**src/rtl/clk_div_pkg.sv**
```systemverilog
`default_nettype none
// ============================================================================
// Module      : clk_div_pkg
// Description : Shared constants and helpers for the multi-channel clock
//               divider (default counter width, minimum select width and
//               extraction of per-channel reset divisors).
// Revision    : 1.0 - initial release
// ============================================================================
package clk_div_pkg;

    localparam int c_CNT_W_DEFAULT = 32;
    localparam int c_SEL_W_MIN     = 1;

    // Helper limits: up to 16 channels of up to 64-bit counters.
    localparam int c_MAX_CH    = 16;
    localparam int c_MAX_CNT_W = 64;
    localparam int c_FLAT_W    = c_MAX_CH * c_MAX_CNT_W;

    // Return slice idx (cnt_w bits wide) of a flattened divisor vector,
    // zero-extended to c_MAX_CNT_W bits.
    function automatic logic [c_MAX_CNT_W-1:0] div_init_slice(
        input logic [c_FLAT_W-1:0] flat,
        input int                  idx,
        input int                  cnt_w
    );
        logic [c_FLAT_W-1:0]    w_shifted;
        logic [c_MAX_CNT_W-1:0] w_mask;
        w_shifted = flat >> (idx * cnt_w);
        w_mask    = '1;
        if (cnt_w < c_MAX_CNT_W) begin
            w_mask = ~(w_mask << cnt_w);
        end
        return w_shifted[c_MAX_CNT_W-1:0] & w_mask;
    endfunction

endpackage
`default_nettype wire

```
**src/rtl/clk_div_multi_if.sv**
```systemverilog
`default_nettype none
// ============================================================================
// Module      : clk_div_multi_if
// Description : Control/status bundle of the multi-channel clock divider:
//               enables, restart, divisor write port and per-channel outputs.
// Revision    : 1.0 - initial release
// ============================================================================
interface clk_div_multi_if
    import clk_div_pkg::*;
#(
    parameter int NUM_CH = 4,
    parameter int CNT_W  = c_CNT_W_DEFAULT,
    parameter int SEL_W  = 2
);

    logic [NUM_CH-1:0] ch_en;
    logic              sync_restart;
    logic              div_wr;
    logic [SEL_W-1:0]  div_sel;
    logic [CNT_W-1:0]  div_data;
    logic [NUM_CH-1:0] clk_out;
    logic [NUM_CH-1:0] tick;
    logic [NUM_CH-1:0] div_pending;

    // Controller side: drives configuration, observes divider outputs.
    modport master (
        output ch_en, sync_restart, div_wr, div_sel, div_data,
        input  clk_out, tick, div_pending
    );

    // Divider side.
    modport slave (
        input  ch_en, sync_restart, div_wr, div_sel, div_data,
        output clk_out, tick, div_pending
    );

endinterface
`default_nettype wire

```
**src/rtl/clk_div_chan.sv**
```systemverilog
`default_nettype none
// ============================================================================
// Module      : clk_div_chan
// Description : One divider channel: counter, active/shadow divisor, pending
//               flag and 50%-duty toggle output with a registered tick.
//               Macro CLKDIV_RISE_TICK_EN: tick only on 0->1 toggles.
// Revision    : 1.0 - initial release
// ============================================================================
module clk_div_chan
    import clk_div_pkg::*;
#(
    parameter int               CNT_W    = c_CNT_W_DEFAULT,
    parameter logic [CNT_W-1:0] DIV_INIT = CNT_W'(1)
) (
    input  wire logic             clk_in,
    input  wire logic             rst,
    input  wire logic             i_en,
    input  wire logic             i_restart,
    input  wire logic             i_wr,
    input  wire logic [CNT_W-1:0] i_wr_data,
    output logic                  o_clk_out,
    output logic                  o_tick,
    output logic                  o_pending
);

    logic [CNT_W-1:0] r_cnt;
    logic [CNT_W-1:0] r_act_div;
    logic [CNT_W-1:0] r_shd_div;
    logic             r_pending;
    logic             r_clk_out;
    logic             r_tick;

    logic w_wrap;
    logic w_apply;
    logic w_tick_evt;

    // The half-period ends when the counter reaches the active divisor; the
    // counter never exceeds act_div so it cannot overflow.
    assign w_wrap  = (r_cnt == r_act_div);

    // Points where no half-period is in flight, so a new divisor is safe.
    assign w_apply = i_restart | ~i_en | w_wrap;

`ifdef CLKDIV_RISE_TICK_EN
    // The wrap toggles clk_out, so it rises exactly when it is currently low.
    assign w_tick_evt = ~r_clk_out;
`else
    assign w_tick_evt = 1'b1;
`endif

    // Divisor shadowing: writes land in the shadow and are promoted only at
    // a safe point; a write coinciding with that point goes straight in.
    always_ff @(posedge clk_in) begin
        if (rst) begin
            r_act_div <= DIV_INIT;
            r_shd_div <= DIV_INIT;
            r_pending <= 1'b0;
        end else if (w_apply) begin
            if (i_wr) begin
                r_act_div <= i_wr_data;
                r_shd_div <= i_wr_data;
            end else begin
                r_act_div <= r_shd_div;
            end
            r_pending <= 1'b0;
        end else if (i_wr) begin
            r_shd_div <= i_wr_data;
            r_pending <= 1'b1;
        end
    end

    // Counter and output toggle; restart and disable both park the channel
    // at the start of a low half-period so re-enable never makes a runt.
    always_ff @(posedge clk_in) begin
        if (rst || i_restart || !i_en) begin
            r_cnt     <= '0;
            r_clk_out <= 1'b0;
            r_tick    <= 1'b0;
        end else if (w_wrap) begin
            r_cnt     <= '0;
            r_clk_out <= ~r_clk_out;
            r_tick    <= w_tick_evt;
        end else begin
            r_cnt     <= r_cnt + CNT_W'(1);
            r_tick    <= 1'b0;
        end
    end

    assign o_clk_out = r_clk_out;
    assign o_tick    = r_tick;
    assign o_pending = r_pending;

endmodule
`default_nettype wire

```
**src/rtl/clk_div_multi.sv**
```systemverilog
`default_nettype none
// ============================================================================
// Module      : clk_div_multi
// Description : NUM_CH independent programmable clock dividers with runtime
//               divisor load, glitch-free apply and global phase restart.
//               Macro CLKDIV_RISE_TICK_EN: tick once per output period.
//               CNT_W is limited to 64 bits and NUM_CH to 16.
// Revision    : 1.0 - initial release
// ============================================================================
module clk_div_multi
    import clk_div_pkg::*;
#(
    parameter int                      NUM_CH   = 4,
    parameter int                      CNT_W    = c_CNT_W_DEFAULT,
    parameter logic [NUM_CH*CNT_W-1:0] DIV_INIT = {NUM_CH{CNT_W'(1)}},
    parameter int                      SEL_W    = (NUM_CH > 1) ? $clog2(NUM_CH) : c_SEL_W_MIN
) (
    input  wire logic       clk_in,
    input  wire logic       rst,
    clk_div_multi_if.slave  bus
);

    // Widened copy so the package helper can slice it at any geometry.
    localparam logic [c_FLAT_W-1:0] c_DIV_FLAT = c_FLAT_W'(DIV_INIT);

    for (genvar gi = 0; gi < NUM_CH; gi++) begin : g_ch
        localparam logic [CNT_W-1:0] c_INIT =
            CNT_W'(div_init_slice(c_DIV_FLAT, gi, CNT_W));

        logic w_wr;

        // Out-of-range selects match no channel and are dropped.
        assign w_wr = bus.div_wr && (bus.div_sel == SEL_W'(gi));

        clk_div_chan #(
            .CNT_W    (CNT_W),
            .DIV_INIT (c_INIT)
        ) u_chan (
            .clk_in    (clk_in),
            .rst       (rst),
            .i_en      (bus.ch_en[gi]),
            .i_restart (bus.sync_restart),
            .i_wr      (w_wr),
            .i_wr_data (bus.div_data),
            .o_clk_out (bus.clk_out[gi]),
            .o_tick    (bus.tick[gi]),
            .o_pending (bus.div_pending[gi])
        );
    end

endmodule
`default_nettype wire

```
**src/flat_wrapper.sv**
```systemverilog
// flat-port wrapper written by rule: the top's interface ports become plain ports
module clk_div_multi_flat import clk_div_pkg::*;
#(
    parameter int                      NUM_CH   = 4,
    parameter int                      CNT_W    = c_CNT_W_DEFAULT,
    parameter logic [NUM_CH*CNT_W-1:0] DIV_INIT = {NUM_CH{CNT_W'(1)}},
    parameter int                      SEL_W    = (NUM_CH > 1) ? $clog2(NUM_CH) : c_SEL_W_MIN
)
  (clk_in, rst, bus_ch_en, bus_sync_restart, bus_div_wr, bus_div_sel, bus_div_data, bus_clk_out, bus_tick, bus_div_pending);
  clk_div_multi_if #(.NUM_CH(NUM_CH), .CNT_W(CNT_W), .SEL_W(SEL_W)) bus_i ();
  input  wire logic clk_in;
  input  wire logic rst;
  input wire logic [$bits(bus_i.ch_en)-1:0] bus_ch_en;
  input wire logic [$bits(bus_i.sync_restart)-1:0] bus_sync_restart;
  input wire logic [$bits(bus_i.div_wr)-1:0] bus_div_wr;
  input wire logic [$bits(bus_i.div_sel)-1:0] bus_div_sel;
  input wire logic [$bits(bus_i.div_data)-1:0] bus_div_data;
  output wire logic [$bits(bus_i.clk_out)-1:0] bus_clk_out;
  output wire logic [$bits(bus_i.tick)-1:0] bus_tick;
  output wire logic [$bits(bus_i.div_pending)-1:0] bus_div_pending;
  assign bus_i.ch_en = bus_ch_en;
  assign bus_i.sync_restart = bus_sync_restart;
  assign bus_i.div_wr = bus_div_wr;
  assign bus_i.div_sel = bus_div_sel;
  assign bus_i.div_data = bus_div_data;
  assign bus_clk_out = bus_i.clk_out;
  assign bus_tick = bus_i.tick;
  assign bus_div_pending = bus_i.div_pending;
  clk_div_multi #(.NUM_CH(NUM_CH), .CNT_W(CNT_W), .DIV_INIT(DIV_INIT), .SEL_W(SEL_W)) u_core (.clk_in(clk_in), .rst(rst), .bus(bus_i));
endmodule
```
**config.mk**
```make
export PLATFORM = sky130hd
export DESIGN_NAME = clk_div_multi_flat
export DESIGN_NICKNAME = d
export VERILOG_FILES = /design/src/rtl/clk_div_pkg.sv /design/src/rtl/clk_div_multi_if.sv /design/src/rtl/clk_div_chan.sv /design/src/rtl/clk_div_multi.sv /design/src/flat_wrapper.sv
export SDC_FILE = /design/constraint.sdc
export NUM_CORES = 1
export LEC_CHECK = 0
export CAP_MARGIN = 10
export CORE_MARGIN = 4
export CORE_UTILIZATION = 25
export CTS_BUF_LIST = sky130_fd_sc_hd__clkbuf_8
export DETAILED_ROUTE_END_ITERATION = 10
export PLACE_DENSITY = 0.5
export RECOVER_POWER = 25
export SLEW_MARGIN = 15
export SYNTH_ARGS = -nofsm -noshare
export SYNTH_HDL_FRONTEND = slang
export SYNTH_SLANG_ARGS = --single-unit
```
**constraint.sdc**
```tcl
create_clock -name clk_in -period 2.55 [get_ports clk_in]
set_input_delay 0.3825 -clock clk_in [delete_from_list [all_inputs] [get_ports clk_in]]
set_output_delay 0.3825 -clock clk_in [all_outputs]
set_load 0.02 [all_outputs]
```
==> run_results.csv, run 1 <==
group,metric,value,unit
grt,grt_start_max_net_pins,129,
yosys,async_flop_share,0,%
placement,gp_congestion,0.785,
floorplanning,start_util,25.4,%
cts,tritoncts_num_sinks,396,
timing,worst_pin_slew,1540,ps
yosys,ys_types,43,
power,p_leak,7.32,nW
detailed_routing,drc_errors,0,
outcome,outcome,"finished, violations left",
grt,globalRouteOverflowTotal,0,
floorplanning,die_area,0.0673,mm2
critical_path,critPathKind,"reg2reg",
cts,postCtsSetupBuffers,0,
cts,cts-root-buf,"clkbuf_8",
critical_path,crit_arrival,2660,ps
hold_path,min_to,"u_core.g_ch[3].u_chan.o_clk_out",
placement,dp.final_hpwl,29900,um
cts,cts_made_buffers,67,
yosys,syn_area,0.0158,mm2
timing,setup_tns,0,ps
detailed_routing,num_vias,12000,
hold_path,hp-start,"rst",
floorplanning,ios,54,
power,total_power,13.1,mW
timing,slew_headroom,-2.46,%
cts,path_clk_slew,60,ps
critical_path,rr_endpoint,"u_core.g_ch[3].u_chan.r_cnt[14]",
detailed_routing,drt_pass1_iterations,5,
outcome,violations,"max-capacitance violations, max-slew violations",
detailed_routing,vias_per_cell,4.50,
placement,placed_cells,2554,
yosys,syn_avg_cell_area,9.07,um2
timing,period_share,85.9,%
detailed_routing,drtIter0Drc,669,
yosys,synth-edff-count,0,
critical_path,rr_startpoint,"u_core.g_ch[3].u_chan.r_cnt[24]",
power,peakVddDrop,249,uV
critical_path,startpoint_type,"flip-flop",
timing,max_freq,0.456,GHz
detailed_routing,drtAntennaViolNets,0,
yosys,yosys_warnings,0,
yosys,synth-seq-cells,396,
cts,cts_resized,0,
grt,grt_usage,12.8,%
hold_path,hold_path.class,"in2reg",
cts,htreeDepth,3,
timing,fin_skew,22.1,ps
timing,setup_viol,0,
critical_path,reg2reg_slack,360,ps
finish,area.growth.synth_to_final,18.0,%
floorplanning,core_area,0.0622,mm2
timing,hold_violations,0,
flow_run,drv_cap,1,
yosys,netlist_instances,1742,
grt,grt_first_pass_wirelength,67700,um
finish,nNetsFinal,1832,
finish,fin_util,30.0,%
yosys,synth_flop_cell,"dfxtp_1",
detailed_routing,drt_wl_total,43900,um
finish,final_common_cell,"dfxtp_1",
hold_path,min_path_cells,3,
cts,ctsLongestPathBuffers,3,
critical_path,cp-end-kind,"flip-flop",
finish,multi_input_comb_area,0.00737,mm2
finish,instances_no_fill,2676,
floorplanning,rows,91,
timing,slew_violations,33,
critical_path,cp_max_fo,27,
timing,rsz0062_at_grt,"false",
critical_path,reg2reg_depth,6,
cts,ctsHoldBuffers,0,
finish,seq_area,0.00793,mm2
timing,fin_crit,2190,ps
cts,clock_latency,600,ps
yosys,yosysSeqAreaShare,50.2,%
finish,final_cell_mix,"dfxtp_1, nand2_1, xor2_1",
finish,drive_gt1_share,8.27,%
floorplanning,die_w,259,um
yosys,synth_nets,1788,
grt,antenna_found_initial,1,
placement,numPortBuffers,53,
grt,grt_pass1_vias,11700,
finish,nFillCells,6650,
cts,cts_tree,"built",
critical_path,cp.required,3020,ps
detailed_routing,wl_per_cell,16.4,um
timing,hold_slack,231,ps
floorplanning,die_y,259,um
power,p_per_area,702,mW/mm2
[sequential cells by signal, indices dropped and copies added, names as in the netlist]
name / cells
u_core.g_ch.u_chan.r_act_div: 128
u_core.g_ch.u_chan.r_shd_div: 128
u_core.g_ch.u_chan.r_cnt: 128
u_core.g_ch.u_chan.o_tick: 4
u_core.g_ch.u_chan.o_pending: 4
u_core.g_ch.u_chan.o_clk_out: 4
[worst max-delay path, stage by stage, from the launching register on]
cell and delay [ps]:
dfxtp_1 440, xor2_1 160, nor4_1 430, and4_1 330, a21o_1 260, buf_4 340, nor2_1 90
[power breakdown]
part	internal, mW	leakage, nW	switching (mW)	total [mW]
sequential	6.39	3.22	0.137	6.53
clock	3.16	0.796	2.59	5.75
combinational	0.320	3.30	0.492	0.812
total	9.87	7.32	3.22	13.1
[worst max-delay path by stage]
stage                                                from                                   to  slack, ps  cells after the start
after floorplan           u_core.g_ch[2].u_chan.r_cnt[11]      u_core.g_ch[2].u_chan.r_cnt[26]        740                      5
after global placement                     bus_div_sel[0]  u_core.g_ch[1].u_chan.r_act_div[19]        290                      6
after detailed placement                 bus_sync_restart       u_core.g_ch[3].u_chan.r_cnt[8]        270                      6
after CTS                 u_core.g_ch[2].u_chan.r_cnt[17]   u_core.g_ch[2].u_chan.r_act_div[3]        270                      6
after global routing                       bus_div_sel[0]  u_core.g_ch[3].u_chan.r_act_div[24]        100                      6
final                     u_core.g_ch[3].u_chan.r_cnt[24]      u_core.g_ch[3].u_chan.r_cnt[14]        360                      6
[routing by layer]
metal / track usage [%] / vias to the layer above / wire (um)
met1: 16.4 / 5689 / 19700
met2: 21.1 / 230 / 20700
met5: 0 / - / 0
met3: 2.20 / 86 / 1800
li1: - / 6043 / -
met4: 5.67 / 0 / 1640
[Yosys cell counts (9+ instances only)]
master,count,share of area [%]
a21oi_1,139,4.4
and2_1,15,0.59
and3_1,19,0.75
and4_1,21,1.2
buf_2,14,0.44
buf_4,12,0.57
clkbuf_1,74,1.8
dfxtp_1,396,50
inv_1,16,0.38
nand2_1,296,7.0
nand3_1,45,1.4
nand4_1,47,1.9
nor2_1,154,3.7
nor3_1,18,0.57
nor4_1,38,1.5
o21ai_0,9,0.29
o22a_1,124,6.9
or3_1,9,0.36
xnor2_1,48,2.7
xor2_1,193,11
[metrics by stage]
step	setup slack (ps)	cell area, um2
global route	97.3	18600
floorplan	735	15800
detailed placement	274	17300
finish	359	18600
CTS	270	18600
global placement	292	17300
[layout make-up]
| type | count | area share, % |
|---|---|---|
| tap | 837 | 5.62 |
| clock inverter | 34 | 0.913 |
| multi-input combinational | 1220 | 39.6 |
| antenna | 1 | 0.0134 |
| clock buffer | 87 | 6.42 |
| sequential | 396 | 42.5 |
| timing repair buffer | 85 | 4.62 |
| inverter | 16 | 0.322 |
[cell families (layout without fill, tap and decap cells)]
logic type / Yosys count / after routing / share of synthesized area, %
simple gates: 689 / 689 / 20.5
fa+ha+maj: 4 / 4 / 0.317
flops: 396 / 396 / 50.2
compound gates: 286 / 286 / 12.2
buf+inv: 126 / 222 / 3.41
xor+xnor: 241 / 241 / 13.4
other cells: 0 / 1 / 0
Note: power is estimated with default switching activity, not from simulation.
==> run 2: changes to the inputs <==
--- a/config.mk
+++ b/config.mk
@@ -6,11 +6,14 @@
 export NUM_CORES = 1
 export LEC_CHECK = 0
 export CAP_MARGIN = 10
+export CELL_PAD_IN_SITES_DETAIL_PLACEMENT = 2
+export CELL_PAD_IN_SITES_GLOBAL_PLACEMENT = 2
 export CORE_MARGIN = 4
 export CORE_UTILIZATION = 25
 export CTS_BUF_LIST = sky130_fd_sc_hd__clkbuf_8
+export CTS_CLUSTER_DIAMETER = 60
 export DETAILED_ROUTE_END_ITERATION = 10
-export PLACE_DENSITY = 0.5
+export PLACE_DENSITY = 0.66
 export RECOVER_POWER = 25
 export SLEW_MARGIN = 15
 export SYNTH_ARGS = -nofsm -noshare
==> run 2 against run 1 <==
Against the previous run:
- sequential share of layout area decreased by 0.60 points
- the run still ends with max-capacitance violations, max-slew violations left
- non-clock buffer count increased by 12
- hold slack got worse by 170 ps
- register-to-register slack got worse by 150 ps
- largest cell class unchanged
- setup slack got worse by 150 ps
- cell count increased by 0.93%
- die area unchanged
- clock skew increased by 1.5 ps
- total power increased by 4.2%
- largest power group unchanged
==> run_results.csv, run 2 (synthesis results as in run 1) <==
group,metric,value,unit
finish,top_regs,"u_core.g_ch.u_chan.r_act_div: 128 flops, u_core.g_ch.u_chan.r_cnt: 128 flops, u_core.g_ch.u_chan.r_shd_div: 128 flops",
placement,dp.final_hpwl,37000,um
hold_path,hold_path.class,"in2reg",
timing,worst_pin_slew,1510,ps
critical_path,critPathKind,"reg2reg",
floorplanning,die_area,0.0673,mm2
detailed_routing,drt_wl_total,53100,um
cts,cts_resized,0,
finish,nFillCells,6997,
finish,final_cell_mix,"dfxtp_1, nand2_1, xor2_1",
floorplanning,rows,91,
cts,cts_made_buffers,74,
detailed_routing,drtIter0Drc,551,
power,total_power,13.6,mW
cts,path_clk_slew,60,ps
finish,drive_gt1_share,9.34,%
cts,tritoncts_num_sinks,396,
grt,grt_pass1_vias,13800,
critical_path,cp-startpoint,"u_core.g_ch[2].u_chan.r_cnt[3]",
detailed_routing,num_vias,12800,
floorplanning,start_util,25.4,%
finish,final_common_cell,"dfxtp_1",
flow_run,drv_cap,1,
cts,clock_latency,640,ps
cts,cts_tree,"built",
outcome,violations,"max-capacitance violations, max-slew violations",
critical_path,rr_startpoint,"u_core.g_ch[2].u_chan.r_cnt[3]",
detailed_routing,wl_per_cell,19.6,um
placement,postPlaceCellArea,0.0174,mm2
critical_path,reg2reg_depth,6,
grt,grt_usage,15.7,%
timing,slew_violations,32,
power,peakVddDrop,289,uV
hold_path,min_to,"u_core.g_ch[3].u_chan.r_shd_div[24]",
detailed_routing,drc_errors,0,
timing,setup_viol,0,
timing,setup_tns,0,ps
placement,place_ws,168,ps
grt,grt_start_max_net_pins,56,
grt,globalRouteOverflowTotal,0,
cts,ctsHoldBuffers,0,
floorplanning,core_area,0.0622,mm2
timing,period_share,91.8,%
critical_path,startpoint_type,"flip-flop",
placement,gp_congestion,0.764,
floorplanning,die_w,259,um
critical_path,crit_arrival,2920,ps
timing,fin_skew,23.5,ps
cts,ctsLongestPathBuffers,3,
power,p_per_area,721,mW/mm2
placement,numPortBuffers,53,
finish,area.growth.synth_to_final,19.7,%
finish,nNetsFinal,1851,
grt,grt_first_pass_wirelength,82200,um
timing,hold_violations,0,
cts,htreeDepth,3,
floorplanning,ios,54,
cts,postCtsSetupBuffers,0,
critical_path,cp-end-kind,"flip-flop",
outcome,outcome,"finished, violations left",
timing,fin_crit,2340,ps
timing,rsz0062_at_grt,"false",
critical_path,rr_endpoint,"u_core.g_ch[2].u_chan.r_act_div[10]",
detailed_routing,vias_per_cell,4.74,
cts,cts-root-buf,"clkbuf_8",
hold_path,hp-start,"rst",
critical_path,reg2reg_slack,210,ps
critical_path,cp_max_fo,28,
timing,max_freq,0.427,GHz
timing,setup_slack,208,ps
timing,slew_headroom,-0.345,%
critical_path,cp.required,3130,ps
floorplanning,die_y,259,um
hold_path,min_path_cells,2,
detailed_routing,drtAntennaViolNets,0,
power,p_leak,7.46,nW
grt,antenna_found_initial,1,
finish,fin_area,0.0189,mm2
detailed_routing,drt_pass1_iterations,5,
[run 2: how the worst max path moves through the flow]
stage	to	slack, ps	cells after the start
2_1_floorplan	u_core.g_ch[2].u_chan.r_cnt[26]	740	5
3_3_place_gp	u_core.g_ch[0].u_chan.r_cnt[20]	220	7
3_5_place_dp	u_core.g_ch[0].u_chan.r_cnt[8]	170	7
4_1_cts	u_core.g_ch[2].u_chan.r_act_div[7]	220	6
5_1_grt	u_core.g_ch[0].u_chan.r_cnt[8]	50	6
6_report	u_core.g_ch[2].u_chan.r_act_div[10]	210	6
[run 2: critical path: stages, from the launching register on]
cell,delay (ps)
dfxtp_1,500
xor2_1,110
nor4_1,620
nand4_1,370
o21ai_2,290
buf_12,220
o22a_1,150
[run 2: final cells by class]
cell class	instances	area, um2	share of cell area [%]
antenna	1	2.50	0.0132
clock buffer	94	1290	6.84
clock inverter	40	214	1.13
inverter	16	60.1	0.318
multi-input combinational	1220	7370	39.0
sequential	396	7930	41.9
tap	837	1050	5.54
timing repair buffer	97	991	5.24
[run 2: per-layer routing]
layer | wire length [um] | share of wire, % | global-route usage [%] | vias up
li1 | - | - | - | 6089
met5 | 0 | 0 | 0 | -
met3 | 1870 | 3.5 | 2.89 | 68
met2 | 24700 | 47 | 26.1 | 174
met1 | 25700 | 48 | 21.2 | 6484
met4 | 769 | 1.4 | 3.63 | 0
[run 2: stage by stage]
stage | hold WS [ps] | std cells | util (%)
global route | 22.3 | 2701 | 30.4
detailed placement | 456 | 2566 | 28.0
CTS | 1.28 | 2700 | 30.4
finish | 60.3 | 2701 | 30.4
global placement | 447 | 2566 | 28.0
floorplan | 435 | 1742 | -
[run 2: power breakdown]
group          internal (mW)  switching [mW]  leakage (nW)
clock network           3.43            2.81         0.866
logic                  0.333           0.544          3.38
registers               6.39           0.140          3.22
total                   10.2            3.49          7.46
==> RTL change 1: new RTL, settings of run 1 <==
Reset style: asynchronous (`rst`), changed in one clocked block.
--- a/src/rtl/clk_div_chan.sv
+++ b/src/rtl/clk_div_chan.sv
@@ -52,3 +52,3 @@
     // a safe point; a write coinciding with that point goes straight in.
-    always_ff @(posedge clk_in) begin
+    always_ff @(posedge clk_in or posedge rst) begin
         if (rst) begin
Behaviour: differs if rst is asserted again (counterexample within 4 cycles, from zero or initial values and one cycle with rst high); with rst held inactive, the same outputs for 4 cycles.
==> RTL change 1 against run 1 <==
  * Die area grew 7.3%
  * Cell area grew 8.5%
  * Count of clock-buffer cells in the layout shrank 4
  * Final cell count shrank 8.0%
  * Global-route usage shrank 0.68 points
  * Via count shrank 10%
  * Synthesized area grew 7.5%
  * Wire length shrank 1.6%
  * Setup slack lost 0.30 ns
  * Sequential cell count is the same
  * Critical endpoint is now u_core.g_ch[0].u_chan.r_act_div[31]$_DFFE_PP0P_
Power is not compared: it rests on default switching activity, and its combinational part moved more than twofold at a synthesized area within 25%.
==> RTL change 1: results (changes against run 1) <==
share of flip-flops with an asynchronous set or reset=65.7% (+66 points); vias after detailed routing=10800 (-10%); leading cell types by total area after synthesis=sky130_fd_sc_hd__dfrtp_1 37%, sky130_fd_sc_hd__mux2_2 17%, sky130_fd_sc_hd__dfxtp_1 16%; maximum count of clock buffers along a single path=3 (unchanged); share of layout cells above drive strength 1=27.0% (+19 points); number of antenna violations at the first check in global routing=7 (+6); final instance count without filler cells=2462 (-8.0%); GRT Overall Usage=12.1% (-0.68 points); half-perimeter wire length after placement=29200 um (-2.2%); cell family contributing the most delay on the critical path=simple AND/OR/NAND/NOR gates; post-CTS setup buffer count=0 (unchanged); Max Slew Vio Count=0 (-100%); Hold Path Stages=1 (-2); share of the yosys chip area belonging to registers=54.4% (+4.2 points); reg2reg setup slack=0.06 ns (-0.30 ns); Critical Path Start=u_core.g_ch[0].u_chan.r_act_div[1]$_DFFE_PP0P_; GPL Wtd Cong=0.784 (-0.14%); setup clock skew after layout=0.0263 ns (+0.00420 ns); post-placement cell count=2329 (-8.8%); number of instances in the synthesized netlist=1424 (-18%); largest net degree at the start of global routing=71 (-45%); count of cell types in the netlist=41 (-4.7%); worst slew margin relative to its limit=13.7% (+16 points); top cells by count, synth=256 x sky130_fd_sc_hd__mux2_2, 252 x sky130_fd_sc_hd__dfrtp_1, 170 x sky130_fd_sc_hd__xor2_1, 147 x sky130_fd_sc_hd__nor2_1, 136 x sky130_fd_sc_hd__dfxtp_1; highest net fanout along the worst path=21 (-22%); min-delay src=u_core.g_ch[3].u_chan.r_cnt[0]$_SDFF_PP0_; syn_nets=1470 (-18%); registers with the most flip-flops=u_core.g_ch.u_chan.r_act_div: 128 flops, u_core.g_ch.u_chan.r_cnt: 128 flops, u_core.g_ch.u_chan.r_shd_div: 128 flops; endpoint of the worst hold-timing path=u_core.g_ch[3].u_chan.r_cnt[0]$_SDFF_PP0_; post-cts sizing count=0 (unchanged); met2 layer usage reported by global route=19.8% (-1.3 points); Cell Area, Placed=18900 um2 (+9.3%); insertion delay to the later sink of the worst-skew pair=0.62 ns (+0.02 ns); Iteration-0 DRC Markers=567 (-15%); nets=1575 (-14%); worst r2r dst=u_core.g_ch[0].u_chan.r_act_div[31]$_DFFE_PP0P_; Initial DRT Pass Iterations=4 (-1); Global Route met3 Usage=2.23% (+0.022 points); number of warning messages in the yosys log=0 (unchanged); met1 Use GR=16.1% (-0.30 points); number of buffers created by CTS=71 (+6.0%); fill cell total of the finished layout=6901 (+3.8%); pre-CTS setup slack=0.152 ns (-0.122 ns); worst min-delay path category=flip-flop to flip-flop; clock slew at the register clock pins of the worst setup and hold paths=0.06 ns (about the same); static power due to leakage=7.96 nW; post-detailed-route wirelength per cell=17.5 um (+7.0%); Worst Reg-to-Reg Cells=7 (+1); number of H-tree levels=3 (unchanged); buffer type at the clock tree root=sky130_fd_sc_hd__clkbuf_8; global-route wire length before repair=66300 um (-2.0%); IO buf count=53 (unchanged); worst vdd ir=0.301 mV; Slowest cell on crit path=sky130_fd_sc_hd__nor4_1; Slowest Stage Delay on Critical Path=0.57 ns (+0.13 ns); outcome=finished clean
RTL change 1: cell types whose count changed in the layout (fill, tap and decap cells not counted), moves of 23 or more:
cell                      before  now
sky130_fd_sc_hd__a21oi_1     135   10
sky130_fd_sc_hd__xnor2_1      48   75
sky130_fd_sc_hd__mux2_2        0  256
sky130_fd_sc_hd__dfrtp_1       0  252
sky130_fd_sc_hd__o22a_1      124    0
sky130_fd_sc_hd__nand2_1     296   38
sky130_fd_sc_hd__xor2_1      193  170
sky130_fd_sc_hd__dfxtp_1     396  136
RTL change 1: cell families (layout without fill, tap and decap cells):
kind of cell | count (synthesis) | after routing | synth area share, %
flops | 396 | 396 | 54.4
mux | 256 | 256 | 17.0
compound gates | 25 | 25 | 0.884
xor+xnor | 245 | 245 | 12.6
buf+inv | 92 | 252 | 2.50
other cells | 0 | 5 | 0
fa+ha+maj | 4 | 4 | 0.295
simple gates | 406 | 406 | 12.3
RTL change 1: stage by stage:
step           power (mW)  hold slack [ns]  TNS, ns
2_1_floorplan        8.84            0.435  -676.02
3_3_place_gp         9.50            0.449        0
3_5_place_dp         9.56            0.458        0
4_1_cts              15.4            0.268        0
5_1_grt              15.9            0.491        0
6_report             15.1            0.470        0
RTL change 1: worst max path at each step:
| stage | end | slack (ns) | depth (start not counted) |
|---|---|---|---|
| finish | u_core.g_ch[0].u_chan.r_act_div[31]$_DFFE_PP0P_ | 0.06 | 7 |
| global route | u_core.g_ch[0].u_chan.r_act_div[26]$_DFFE_PP0P_ | 0.08 | 7 |
| CTS | u_core.g_ch[0].u_chan.r_act_div[31]$_DFFE_PP0P_ | 0.13 | 7 |
| detailed placement | u_core.g_ch[0].u_chan.r_act_div[26]$_DFFE_PP0P_ | 0.15 | 7 |
| global placement | u_core.g_ch[0].u_chan.r_act_div[26]$_DFFE_PP0P_ | 0.18 | 7 |
| floorplan | u_core.g_ch[1].u_chan.r_cnt[22]$_SDFF_PP0_ | -2.60 | 5 |
RTL change 1: cell type report:
type                       count  area (um2)  area share (%)
sequential                   396        9240            45.7
multi-input combinational    936        7380            36.5
clock buffer                  83        1140            5.65
tap                          873        1090            5.40
timing repair buffer          99        1030            5.10
clock inverter                45         220            1.09
inverter                      25        97.6           0.483
antenna                        5        12.5          0.0619
RTL change 1: power by group:
group	internal, mW	leakage [nW]	switching, mW
combinational	0.987	2.98	0.826
clock	3.06	0.812	2.63
sequential	7.11	4.17	0.466
total	11.2	7.96	3.92
RTL change 1: per-layer routing:
metal	routed length, um	up-vias
met1	19900	5420
li1	-	5132
met3	1770	66
met5	0	-
met2	20300	184
met4	1220	0
==> RTL change 2: new RTL, settings of run 1 <==
Without the edit above. Build with the macro `CLKDIV_RISE_TICK_EN` defined.
--- a/src/rtl/clk_div_chan.sv
+++ b/src/rtl/clk_div_chan.sv
@@ -8,2 +8,4 @@
 // ============================================================================
+`define CLKDIV_RISE_TICK_EN
+
 module clk_div_chan
Formal check against the unedited RTL: not equivalent (a bounded check fails within 4 cycles, from zero or initial values and one cycle with rst high).
==> RTL change 2 against run 1 <==
  * Synthesized area fell by 0.51%
  * Critical path depth stayed put
  * Cell area is 0.31% higher
  * Setup slack worse by 0.057 ns
  * Final cell count shrank 0.15%
  * Largest power group unchanged
  * Sequential cell count unchanged
  * Wire length rose by 0.46%
  * Power up 1.1%
==> RTL change 2: results (changes against run 1) <==
outcome=finished clean; Iteration-0 DRC Markers=746 (+12%); share of layout cells above drive strength 1=9.21% (+0.94 points); launch point of the worst reg-to-reg path=u_core.g_ch[1].u_chan.r_cnt[8]$_SDFF_PP0_; met2 layer usage reported by global route=21.5% (+0.36 points); maximum count of clock buffers along a single path=3 (unchanged); half-perimeter wire length after placement=30700 um (+3.0%); vias in the first global route=11800 (+1.2%); Global Route met3 Usage=2.28% (+0.072 points); area fraction in compound gates after synthesis=12.0% (-0.21 points); setup clock skew after layout=0.0155 ns (-0.00656 ns); number of antenna violations at the first check in global routing=2 (+1); Worst Reg-to-Reg Cells=6 (unchanged); top cells by count, synth=396 x sky130_fd_sc_hd__dfxtp_1, 298 x sky130_fd_sc_hd__nand2_1, 200 x sky130_fd_sc_hd__xor2_1, 147 x sky130_fd_sc_hd__nor2_1, 135 x sky130_fd_sc_hd__a21oi_1; Internal=9.99 mW (+1.3%); GPL Wtd Cong=0.801 (+2.1%); worst vdd ir=0.262 mV (+5.2%); nets=1830 (-0.11%); total length of routed wires=44100 um (+0.46%); Hold Path Stages=4 (+1); data arrival at the endpoint of the critical path=2.79 ns (+0.13 ns); post-DR vias/cell=4.52 (+0.42%); worst slew margin relative to its limit=8.46% (+11 points); XOR/XNOR share of the synthesized area=13.7% (+0.29 points); met1 Use GR=16.3% (-0.10 points); count of cell types in the netlist=44 (+2.3%); GRT Overall Usage=13.0% (+0.19 points); global-route wire length before repair=68400 um (+1.1%); adder and majority gate portion of the synthesized area=0.318% (+0.0016 points); largest net degree at the start of global routing=75 (-42%); number of buffers created by CTS=69 (+3.0%); share of the yosys chip area belonging to registers=50.4% (+0.26 points)
RTL change 2: through the flow:
stage	instances	util (%)
global route	2672	30.2
floorplan	1718	-
finish	2672	30.2
CTS	2671	30.2
global placement	2550	28.0
detailed placement	2550	28.0
RTL change 2: cells by family (layout without fill, tap and decap cells):
family | count (synthesis) | count (layout)
xor+xnor | 245 | 245
other cells | 0 | 1
simple gates | 684 | 684
compound gates | 278 | 278
flops | 396 | 396
buf+inv | 111 | 227
fa+ha+maj | 4 | 4
RTL change 2: critical path, cell delays in order, from the launching register on:
cell                      delay (ns)
sky130_fd_sc_hd__dfxtp_1        0.46
sky130_fd_sc_hd__xor2_1         0.14
sky130_fd_sc_hd__nor4_1         0.48
sky130_fd_sc_hd__nand4_1        0.26
sky130_fd_sc_hd__o21ai_2        0.43
sky130_fd_sc_hd__buf_12         0.24
sky130_fd_sc_hd__o22a_1         0.16
RTL change 2: worst paths after layout:
kind                                                 endpoint  slack (ns)
max          u_core.g_ch[1].u_chan.r_act_div[28]$_SDFFE_PP0P_        0.30
min              u_core.g_ch[0].u_chan.o_clk_out$_SDFFE_PP0N_        0.23
max reg2reg  u_core.g_ch[1].u_chan.r_act_div[28]$_SDFFE_PP0P_        0.30
min reg2reg    u_core.g_ch[3].u_chan.r_shd_div[12]$_SDFF_PP0_        0.46
RTL change 2: cell type report:
| type | count | area, um2 |
|---|---|---|
| fill | 6573 | 43200 |
| multi-input combinational | 1211 | 7330 |
| tap | 837 | 1050 |
| inverter | 13 | 48.8 |
| clock inverter | 34 | 209 |
| clock buffer | 87 | 1200 |
| sequential | 396 | 7930 |
| timing repair buffer | 93 | 933 |
| antenna | 1 | 2.50 |
RTL change 2: metal layers:
| layer | up-vias | share of wire (%) |
|---|---|---|
| met3 | 94 | 3.5 |
| li1 | 6026 | - |
| met4 | 0 | 4.2 |
| met5 | - | 0 |
| met2 | 204 | 47 |
| met1 | 5757 | 45 |
RTL change 2: power by group through the flow:
stage	Clock (mW)	Sequential, mW	Combinational [mW]
2_1_floorplan	0	6.61	0.492
3_3_place_gp	0	6.66	0.830
3_5_place_dp	0	6.66	0.842
4_1_cts	6.09	6.53	0.845
5_1_grt	6.34	6.54	0.909
6_report	5.88	6.53	0.828
